<file path="src/rtl/pulse_frame_scheduler.sv">
// Servo period / frame sequencer for the left and right drive modulators.
// Commands are staged per channel and applied only at frame boundaries.
module pulse_frame_scheduler #(
  parameter int PERIOD_CYCLES   = 2000000,
  parameter int NUM_STATES      = 24,
  parameter int LEAD_CYCLES     = 4,
  parameter int MIN_PULSE       = 100000,
  parameter int MAX_PULSE       = 200000,
  parameter int NEUTRAL_PULSE   = 150000,
  parameter int TIMEOUT_PERIODS = 50
) (
  input  logic        CLK,
  input  logic        RST_n,
  input  logic        CmdValid,
  output logic        CmdReady,
  input  logic        CmdChan,
  input  logic [4:0]  CmdModInfo,
  output logic [4:0]  ModInfoL,
  output logic [4:0]  ModInfoR,
  output logic [4:0]  State,
  output logic        PeriodStart,
  input  logic [20:0] PulseL,
  input  logic [20:0] PulseR,
  output logic        ServoL,
  output logic        ServoR
);
  localparam int CW = (PERIOD_CYCLES > 1) ? $clog2(PERIOD_CYCLES) : 1;
  localparam int WW = $clog2(TIMEOUT_PERIODS + 1);
  localparam logic [4:0] NEUTRAL = 5'b00001;

  logic [CW-1:0] cnt;
  logic [CW-1:0] cnt_nx;
  logic          wrap;
  logic          frame_end;
  logic          latch;
  logic [31:0]   pos;

  assign wrap      = (cnt == CW'(PERIOD_CYCLES - 1));
  assign frame_end = wrap && (State == 5'(NUM_STATES - 1));
  assign latch     = (cnt == CW'(LEAD_CYCLES - 1));
  assign cnt_nx    = wrap ? '0 : cnt + CW'(1);
  assign pos       = 32'(cnt_nx);

  always_ff @(posedge CLK or negedge RST_n) begin
    if (!RST_n) begin
      cnt         <= '0;
      State       <= '0;
      PeriodStart <= 1'b0;
    end else begin
      cnt         <= cnt_nx;
      PeriodStart <= wrap;
      if (wrap)
        State <= frame_end ? '0 : State + 5'd1;
    end
  end

  logic [20:0] pulse   [2];
  logic [4:0]  mod_v   [2];
  logic        servo_v [2];
  logic        pend_v  [2];

  assign pulse[0] = PulseL;
  assign pulse[1] = PulseR;
  assign ModInfoL = mod_v[0];
  assign ModInfoR = mod_v[1];
  assign ServoL   = servo_v[0];
  assign ServoR   = servo_v[1];
  assign CmdReady = ~pend_v[CmdChan];

  for (genvar g = 0; g < 2; g++) begin : g_ch
    logic [4:0]    mod_q;
    logic [4:0]    pend_val;
    logic          pend;
    logic          servo_q;
    logic [WW-1:0] wd;
    logic [20:0]   width;
    logic [20:0]   wclamp;
    logic [20:0]   weff;
    logic          acc;
    logic          timeout;
    logic [31:0]   hi;

    assign acc     = CmdValid && !pend && (CmdChan == 1'(g));
    assign timeout = wrap && (wd == WW'(TIMEOUT_PERIODS - 1));
    assign mod_v[g]   = mod_q;
    assign servo_v[g] = servo_q;
    assign pend_v[g]  = pend;

    always_comb begin
      wclamp = pulse[g];
      if (pulse[g] < 21'(MIN_PULSE))
        wclamp = 21'(MIN_PULSE);
      else if (pulse[g] > 21'(MAX_PULSE))
        wclamp = 21'(MAX_PULSE);
    end

    // the latch edge already drives the first high cycle, so bypass the register
    assign weff = latch ? wclamp : width;
    assign hi   = 32'(LEAD_CYCLES) + 32'(weff);

    always_ff @(posedge CLK or negedge RST_n) begin
      if (!RST_n) begin
        mod_q    <= NEUTRAL;
        pend     <= 1'b0;
        pend_val <= '0;
        servo_q  <= 1'b0;
        wd       <= '0;
        width    <= 21'(NEUTRAL_PULSE);
      end else begin
        if (latch)
          width <= wclamp;
        servo_q <= (pos >= 32'(LEAD_CYCLES)) && (pos < hi);
        if (acc)
          wd <= '0;
        else if (wrap && (wd != WW'(TIMEOUT_PERIODS)))
          wd <= wd + WW'(1);
        // timeout overrides the boundary copy; a same-cycle command is kept
        if (timeout) begin
          mod_q <= NEUTRAL;
          pend  <= acc;
          if (acc)
            pend_val <= CmdModInfo;
        end else if (frame_end && pend) begin
          mod_q <= pend_val;
          pend  <= 1'b0;
        end else if (frame_end && acc) begin
          mod_q <= CmdModInfo;
        end else if (acc) begin
          pend     <= 1'b1;
          pend_val <= CmdModInfo;
        end
      end
    end
  end

endmodule

</file>
<file path="config.mk">
export PLATFORM = sky130hd
export DESIGN_NAME = pulse_frame_scheduler
export DESIGN_NICKNAME = d
export VERILOG_FILES = /design/src/rtl/pulse_frame_scheduler.sv
export SDC_FILE = /design/constraint.sdc
export NUM_CORES = 1
export LEC_CHECK = 0
export ABC_CLOCK_PERIOD_IN_PS = 4400
export CAP_MARGIN = 20
export CORE_MARGIN = 4
export CORE_UTILIZATION = 52
export DETAILED_ROUTE_END_ITERATION = 16
export PLACE_DENSITY = 0.77
export SETUP_SLACK_MARGIN = 0.15
export SYNTH_ARGS = -nofsm -noshare
export SYNTH_HDL_FRONTEND = slang
export SYNTH_SLANG_ARGS = --single-unit
</file>
<file path="constraint.sdc">
create_clock -name CLK -period 4.4 [get_ports CLK]
set_input_delay 1.32 -clock CLK [delete_from_list [all_inputs] [get_ports CLK]]
set_output_delay 1.32 -clock CLK [all_outputs]
set_load 0.01 [all_outputs]
</file>
### Word-level counts from Yosys, hierarchy flattened

Index checks and enable logic that the tools add are counted.

* flip-flop bits (word level): 105
* input port bits: 51
* output and inout port bits: 19
* word-level logic and storage cells: 109

* add/sub/neg operators: 6
* magnitude comparators: 8
* equality and inequality tests: 13
* muxes and demuxes: 37
* bitwise operators: 3
* reduce and logical (&&, ||, !) cells: 27

Operators by type and width (number)
* $mux W21: 7
* $mux W5: 15
* $add A3 B21 Y22 const A: 2
* $lt A21 B22 Y1: 2
* $gt A21 B18 Y1 const B: 2
* $lt A21 B17 Y1 const B: 2
* $mux W6: 4
* $add A21 B1 Y21 const B: 1
* $eq A21 B2 Y1 const B: 1
* $eq A21 B21 Y1 const B: 1
* $ge A21 B3 Y1 const B: 1
* $logic_and A1 B1 Y1: 15
* $add A6 B1 Y6 const B: 2
* $eq A6 B6 Y1 const B: 2
* $ne A6 B6 Y1 const B: 2
* $reduce_bool A3 Y1: 4
* $mux W1: 11
* $ne A2 B2 Y1 const B: 4
* $reduce_and A2 Y1: 4
* $ne A3 B3 Y1 const B: 2
* $add A5 B1 Y5 const B: 1
* $eq A5 B5 Y1 const B: 1
* $reduce_bool A2 Y1: 2
* $ge A2 B2 Y1 const B: 1
* other kinds (3): 5

### Longest topological paths before layout

Gate-level depths: netlist of run 1.

* word-level depth: 7
* depth in mapped cells: 24
* depth with buffers taken out: 20

### Worst setup path after synthesis of run 1

Ideal clock, no wire load.

* path type: input-to-reg
* start point: in PulseR[15]
* end point: reg g_ch[1].servo_q (netlist: ServoR)
* library setup time: 0.119 ns
* arrival time: 5.065 ns
* required time: 4.281 ns
* slack: -0.784 ns
* stages: 18
* buffers on the path: 0
* path through: nor4_1 > a21oi_1 > nor2_1 > o211a_1 > a22o_1 > ha_1 > inv_1 > a211oi_1 > nand4_1 > nor3_1 > xnor2_1 > ha_1 > nand3_1 > or3_1 > o211ai_1 > nor3_1 > a21o_1 > o21ba_2

* longest elaborated chain between the ends: 7
* elaborated cells between the ends (all ways): 8
* those cells by class: add/sub: 1; order compare: 3; mux: 3; reduce/logical: 1

Ends and longest elaborated chain
* from (decl): RTL line 23 `input logic [20:0] PulseR,`
* $gt A21 B18 Y1: RTL line 93 `else if (pulse[g] > 21'(MAX_PULSE))`
* $mux W21: RTL line 93
* $mux W21 (*): RTL line 91 `if (pulse[g] < 21'(MIN_PULSE))`
* $mux W21 (*)
* via g_ch[1].weff[2]: RTL line 78 `logic [20:0] weff;`
* $add A3 B21 Y22 (*): RTL line 99 `assign hi = 32'(LEAD_CYCLES) + 32'(weff);`
* $lt A21 B22 Y1 (*): RTL line 112 `servo_q <= (pos >= 32'(LEAD_CYCLES)) && (pos < hi);`
* $logic_and A1 B1 Y1 (*): RTL line 112
* to (signal assigned): RTL line 112
* to (decl): RTL line 74 `logic servo_q;`

Mark *: on every way through the listed nets, which the timed path passes. The rest lies on a longest branch.
A chain may end at the register's enable or synchronous reset.

### Worst setup path in the final report of run 1

* start point: in PulseR[15]
* end point: reg g_ch[1].servo_q (netlist: ServoR)

* longest elaborated chain between the ends: 7
* elaborated cells between the ends (all ways): 8
* those cells by class: add/sub: 1; order compare: 3; mux: 3; reduce/logical: 1

Ends and longest elaborated chain (RTL line)
* $gt A21 B18 Y1: 93
* $mux W21: 93
* $mux W21 (*): 91
* $mux W21 (*)
* $add A3 B21 Y22 (*): 99
* $lt A21 B22 Y1 (*): 112
* $logic_and A1 B1 Y1 (*): 112

Every way passes the cells marked *; elsewhere a longest branch is shown, timed or not.

==> results of run 1 <==
==> power breakdown <==
group          internal [mW]  switching, mW
logic                  0.165          0.158
clock network          0.398          0.399
registers               1.05         0.0516
total                   1.61          0.608
==> sequential cells by signal, indices dropped and copies added (netlist names), 2 cells and up <==
register	cells
g_ch.pend	2
cnt	21
g_ch.width	42
g_ch.pend_val	10
ModInfoL	5
ModInfoR	5
g_ch.wd	12
State	5
==> layout make-up <==
class	instances	area (sq um)
well taps	172	215
repair buffers	216	1740
multi-input cells	593	4470
clock buffers	10	229
clock inverters	6	57.6
fillers	844	3330
inverters	21	78.8
flip-flops and latches	105	2650
==> logic make-up (layout without fill, tap and decap cells) <==
family                     after synthesis  in the layout  share of synthesized area [%]
adders and majority gates               50             50                           9.08
AOI/OAI and AO/OA                      159            159                           16.0
and+or+nand+nor                        307            307                           23.0
xor gates and xnor gates                65             65                           8.26
muxes                                   12             12                           1.94
DFF                                    105            105                           38.5
buffers and inverters                   44            253                           3.18
==> metal layers <==
metal,global-route usage (%),up-vias
li1,-,3118
met1,35.3,3277
met2,48.2,298
met3,5.90,69
met4,11.1,0
met5,0,-
==> worst max-delay path, stage by stage <==
cell	delay, ps
buf_8	100
nor4_4	330
buf_4	170
a21o_1	130
nand3_1	100
or4_1	460
a21oi_2	240
nand4_1	270
buf_4	230
nor2b_2	110
xnor2_1	80
ha_1	280
nand4_1	120
or3_1	320
o211ai_1	140
a21oi_1	80
a21o_1	180
o21ba_4	180
==> per-stage QoR <==
stage	hold slack [ps]	power [mW]
floorplan	433	1.24
global placement	445	1.40
detailed placement	455	1.42
CTS	471	2.22
global route	501	2.30
finish	468	2.22
==> worst paths after layout <==
check | endpoint | cells past startpoint
worst max-delay path | ServoR$_DFF_PN0_ | 18
worst min-delay path | ModInfoL[0]$_DFFE_PN1P_ | 2
worst max register to register | ServoR$_DFF_PN0_ | 20
worst min register to register | ModInfoL[0]$_DFFE_PN1P_ | 2
max in group asynchronous | g_ch[0].width[11]$_DFF_PN1_ | 2
min in group asynchronous | PeriodStart$_DFF_PN0_ | 1
==> cells in the final DEF (no fill, tap or decap), types with 5 or more instances in the layout <==
master,n
clkdlybuf4s50_1,26
buf_6,11
inv_1,20
nand4_1,29
nand3_1,30
ha_1,48
and3_1,14
buf_2,22
nor2b_1,7
nand3_2,5
dfstp_2,18
nor2_1,62
a22o_1,10
a21oi_2,6
o21ai_2,6
clkbuf_16,9
mux2_2,11
o211ai_1,7
nor4_4,8
nor3_1,12
or3_1,5
nor4_2,6
clkdlybuf4s15_2,6
xnor2_1,35
and2_1,8
nor3_2,6
buf_4,140
o21ai_0,24
a21o_1,16
a21oi_1,34
nand2_1,75
xor2_1,29
dfrtp_1,87
==> what timing repair did <==
| item | CTS | global route |
|---|---|---|
| gates resized for setup | 213 | 18 |
| setup buffers | 26 | 14 |
| pin swaps | 79 | 35 |
| setup endpoints to repair | 2 | 2 |
==> results.txt, run 1 <==
Run status -> complete, but fails checks
Failing checks -> setup timing
Post-route cell area -> 0.00945 sq mm
Slew @ Worst Pin -> 874 ps
P&R area growth vs syn -> 37.1%
Core Rows -> 41
Htree depth -> 3
Layout cells sized above 1 -> 33.5%
Routed wl met3 -> 1420 um
Maximum clock rate -> 218 MHz
Worst-path maximum fanout -> 4
Final Hold Viols -> 0
Max Used Layer -> met4
First-pass DRT Iterations -> 5
Mean post-synth cell area -> 9.28 sq um
Filler-free cell count of the finished design -> 1,123
Clock Skew -> 8.07 ps
Global placer's final weighted congestion -> 0.949
Slew Limit Fails -> 0
Leakage power -> 4.27 nW
R2R setup slack -> -30 ps
# hold bufs at CTS -> 0
Hold crit path type -> flop to flop
Final ANT Viol Nets -> 0
Worst skew pair latency -> 370 ps
Clock slew at reported path FFs -> 70 ps
Clock tree sinks -> 105
Area leader, netlist -> dfrtp_1
Post-synth EDFFs -> 0
CTS max path bufs -> 2
# IOs -> 70
Largest cells by area after synthesis -> dfrtp_1 32%, ha_1 9.1%, dfstp_2 6.9%
Placed Instances -> 1,067
Total GRT Usage -> 28.3%
Initial antenna violation count -> 0
Hold Crit Start -> ModInfoL[0]$_DFFE_PN1P_
Die height -> 123 um
Min cycle time layout -> 4600 ps
Worst VDD drop -> 0.175 mV
YS warnings -> 0
Detailed Place HPWL -> 14,900 um
Total grt overflow -> 0
FFs w/ async S/R, synth -> 100%
Chip Width -> 123 um
Fraction of the yosys area taken by sequential cells -> 38.5%
Setup TNS -> -228 ps
WS Path Type -> input port to flop
RSZ-0062 raised after global routing -> yes
Gate count after technology mapping -> 742
CTS tree -> built
Critical path capture point type -> flop
Setup crit start -> PulseR[15]
DR vias/cell -> 6.02
Number of library cell types mapped by synthesis -> 67
Met2 WL post-DR -> 10,300 um
Final core occ -> 73.9%
Critical Path AT -> 4850 ps
Area share of the largest cell type after synthesis -> 31.6%
Placed Area -> 0.00862 sq mm
CP required -> 4660 ps
Post-route worst setup slack -> -196 ps
DR WL/cell -> 18.4 um
Synth Cell Area -> 0.00689 sq mm
Main synth FF type -> dfrtp_1
DRC Markers -> 0
Max-Cap Viols -> 0
PD cells -> 235 mW/mm^2
Via count of the first global-routing pass -> 6,860
N_diodes -> 0
Routed Wire Length -> 20,700 um
# setup viols final -> 2
IO Port Bufs -> 69
Synthesized flop and latch total -> 105
Clock Tree Root -> clkbuf_16
Post-synth top cells -> 87 x dfrtp_1, 79 x nand2_1, 66 x nor2_1
Metal-1 WL -> 8380 um
Slew margin rel. -> 41.2%
Fin nets -> 1,047
Total Die Area -> 0.0152 sq mm
Pin count of the biggest net entering global routing -> 56
Most frequent cell after synthesis -> dfrtp_1
Num CTS Buffers -> 9
Initial Util -> 53.9%
Dpl ws -> -866 ps
FF-to-FF Start -> cnt[0]$_DFF_PN0_
Vias -> 6,762
Post-synthesis net count -> 843
DR iter-0 viols -> 547
First-pass GRT wire length -> 33,500 um
Core area -> 0.0128 sq mm
Final Cycle Share -> 104%
Startpoint Class -> input port
Note: power is estimated with default switching activity, not from simulation.
==> run 2, diff against run 1 <==
--- a/config.mk
+++ b/config.mk
@@ -10,7 +10,7 @@
 export CORE_MARGIN = 4
 export CORE_UTILIZATION = 52
 export DETAILED_ROUTE_END_ITERATION = 16
-export PLACE_DENSITY = 0.77
+export PLACE_DENSITY = 0.85
 export SETUP_SLACK_MARGIN = 0.15
 export SYNTH_ARGS = -nofsm -noshare
 export SYNTH_HDL_FRONTEND = slang
==> results.txt, run 2 (synthesized netlist as in run 1, its figures left out) <==
Routed Wire Length -> 23,400 um (+13%)
DR iter-0 viols -> 881 (+61%)
Startpoint Class -> flop
# IOs -> 70 (unchanged)
Slew @ Worst Pin -> 827 ps (-47.2 ps)
Core Rows -> 41 (unchanged)
Run status -> complete, but fails checks
Min cycle time layout -> 4680 ps (+85.5 ps)
RR Endpoint -> ServoR$_DFF_PN0_
Clock Tree Root -> clkbuf_16
Critical path capture point type -> flop
DR vias/cell -> 6.40 (+6.3%)
Vias -> 7,302 (+8.0%)
Placed Instances -> 1,079 (+1.1%)
Most frequent cells in the layout -> 161 x buf_4, 87 x dfrtp_1, 75 x nand2_1
Post-route cell area -> 0.00969 sq mm (+2.5%)
Hold Path End -> ModInfoL[0]$_DFFE_PN1P_
Core area -> 0.0128 sq mm (unchanged)
Slew margin rel. -> 43.5% (+2.3 points)
Final Cycle Share -> 106% (+1.9 points)
Die height -> 123 um (unchanged)
First-pass DRT Iterations -> 6 (+1)
Post-route worst setup slack -> -282 ps (-85.5 ps)
Global placer's final weighted congestion -> 0.916 (-3.5%)
Most common cell on crit path -> a21o_1
PD cells -> 233 mW/mm^2 (-0.92%)
Clock Skew -> 7.38 ps (-0.681 ps)
IO Port Bufs -> 69 (unchanged)
Chip Width -> 123 um (unchanged)
Placed Area -> 0.00872 sq mm (+1.2%)
Worst skew pair latency -> 370 ps (about the same)
Max-Cap Viols -> 0 (unchanged)
Final-layout fill cell count -> 766 (-9.2%)
Top reg by flops -> g_ch.width
Worst VDD drop -> 0.330 mV (+88%)
Htree depth -> 3 (unchanged)
Clock tree sinks -> 105 (unchanged)
Layout cells sized above 1 -> 35.3% (+1.8 points)
Total grt overflow -> 0 (unchanged)
Final ANT Viol Nets -> 0 (unchanged)
Final Total Pwr -> 2.25 mW (+1.6%)
Pin count of the biggest net entering global routing -> 59 (+5.4%)
Max reg flops -> 42 (unchanged)
Slowest cell on the critical path -> dfrtp_1
Initial antenna violation count -> 0 (unchanged)
DR WL/cell -> 20.5 um (+11%)
Setup crit start -> cnt[0]$_DFF_PN0_
Clock slew at reported path FFs -> 70 ps (about the same)
DRC Markers -> 0 (unchanged)
Total GRT Usage -> 28.4% (+0.15 points)
CP required -> 4670 ps (about the same)
WS Path Type -> flop to flop
CTS tree -> built
FF-to-FF Start -> cnt[0]$_DFF_PN0_
Slew Limit Fails -> 0 (unchanged)
Slowest stage delay, CP -> 410 ps (-50 ps)
R2R setup slack -> -280 ps (-250 ps)
Setup TNS -> -334 ps (-105 ps)
# setup viols final -> 2 (unchanged)
Most common cell after layout, fill and taps aside -> buf_4
Maximum clock rate -> 214 MHz (-1.8%)
Initial Util -> 53.9% (unchanged)
Num CTS Buffers -> 9 (unchanged)
Hold crit path type -> flop to flop
Via count of the first global-routing pass -> 6,974 (+1.7%)
CTS max path bufs -> 2 (unchanged)
Leakage power -> 4.35 nW (+1.9%)
First-pass GRT wire length -> 34,100 um (+1.7%)
Register area -> 0.00265 sq mm (unchanged)
RSZ-0062 raised after global routing -> yes
Largest regs -> g_ch.width (42), cnt (21), g_ch.wd (12)
Fin nets -> 1,065 (+1.7%)
Reg2reg path depth -> 20 (unchanged)
Buf/Inv on CP -> 2 (-1)
Footprint of the multi-input gates -> 0.00455 sq mm (+1.7%)
P&R area growth vs syn -> 40.6%
Detailed Place HPWL -> 14,100 um (-5.4%)
Critical path's top delay family -> simple AND/OR/NAND/NOR gates
Failing checks -> setup timing
Worst-path maximum fanout -> 12 (+8)
Critical Path AT -> 4950 ps (+100 ps)
Final Hold Viols -> 0 (unchanged)
N_diodes -> 0 (unchanged)
CP Cell Sequence -> ha_1, nor4b_2, nand3_1, nor2_4, buf_4, o211ai_1, buf_4, a211oi_4, and2_1, nand3_1, xor2_1, ha_1, a21o_1, a21o_1, a21oi_1, or3_1, o211ai_1, a21oi_1, a21o_1, o21ba_4
Filler-free cell count of the finished design -> 1,141 (+1.6%)
Total Die Area -> 0.0152 sq mm (unchanged)
Hold Crit Start -> ModInfoL[0]$_DFFE_PN1P_
Hold Path Stages -> 2 (unchanged)
==> run 2: cell types whose count changed in the layout (fill, tap and decap cells not counted), moves of 3 or more <==
| cell | delta |
|---|---|
| clkdlybuf4s15_2 | -6 |
| a21oi_1 | -3 |
| clkbuf_2 | +6 |
| dlygate4sd2_1 | +3 |
| buf_2 | -12 |
| buf_4 | +21 |
| buf_6 | +6 |
==> run 2: worst max-delay path by stage <==
| stage | endpoint | cells after the start |
|---|---|---|
| 3_3_place_gp | ServoR$_DFF_PN0_ | 19 |
| 3_5_place_dp | ServoR$_DFF_PN0_ | 19 |
| 4_1_cts | ServoR$_DFF_PN0_ | 19 |
| 6_report | ServoR$_DFF_PN0_ | 20 |
| 2_1_floorplan | ServoR$_DFF_PN0_ | 18 |
| 5_1_grt | ServoR$_DFF_PN0_ | 20 |
==> run 2: report_power, final <==
part | internal, mW | total, mW | switching [mW]
registers | 1.05 | 1.10 | 0.0517
logic | 0.175 | 0.342 | 0.167
clock network | 0.410 | 0.813 | 0.403
total | 1.63 | 2.25 | 0.622
==> run 2: area by class of cell <==
class                   instances  area share [%]
inverters                      21           0.814
multi-input cells             593            46.9
clock inverters                 5           0.504
clock buffers                  11            2.51
repair buffers                234            19.6
flip-flops and latches        105            27.4
well taps                     172            2.22
==> run 2: layer usage <==
layer | global-route usage, % | wire, um | vias up
li1 | - | - | 3166
met3 | 7.00 | 2130 | 157
met1 | 35.0 | 8750 | 3507
met4 | 10.9 | 1380 | 0
met2 | 48.4 | 11100 | 472
met5 | 0 | 0 | -
==> run 2: worst reg2reg max path, cell delays in order (launching register included) <==
cell	delay [ps]
dfrtp_1	410
ha_1	260
nor4b_2	360
nand3_1	290
nor2_4	260
buf_4	250
o211ai_1	160
buf_4	180
a211oi_4	290
and2_1	260
nand3_1	130
xor2_1	160
ha_1	310
a21o_1	140
a21o_1	120
a21oi_1	60
or3_1	370
o211ai_1	150
a21oi_1	70
a21o_1	170
o21ba_4	180
==> run 2: per-stage QoR <==
stage	worst slack (ps)	hold WS, ps	util [%]
2_1_floorplan	-209	433	-
3_3_place_gp	-765	442	68.3
3_5_place_dp	-969	456	68.3
4_1_cts	-125	468	73.7
5_1_grt	-467	499	75.8
6_report	-282	464	75.8
==> run 2: repair_timing <==
action / CTS / global route
endpoints found under the setup margin: 2 / 2
resized for setup: 184 / 66
pin swaps: 77 / 75
hold buffers: 0 / 0
setup buffers: 29 / 17
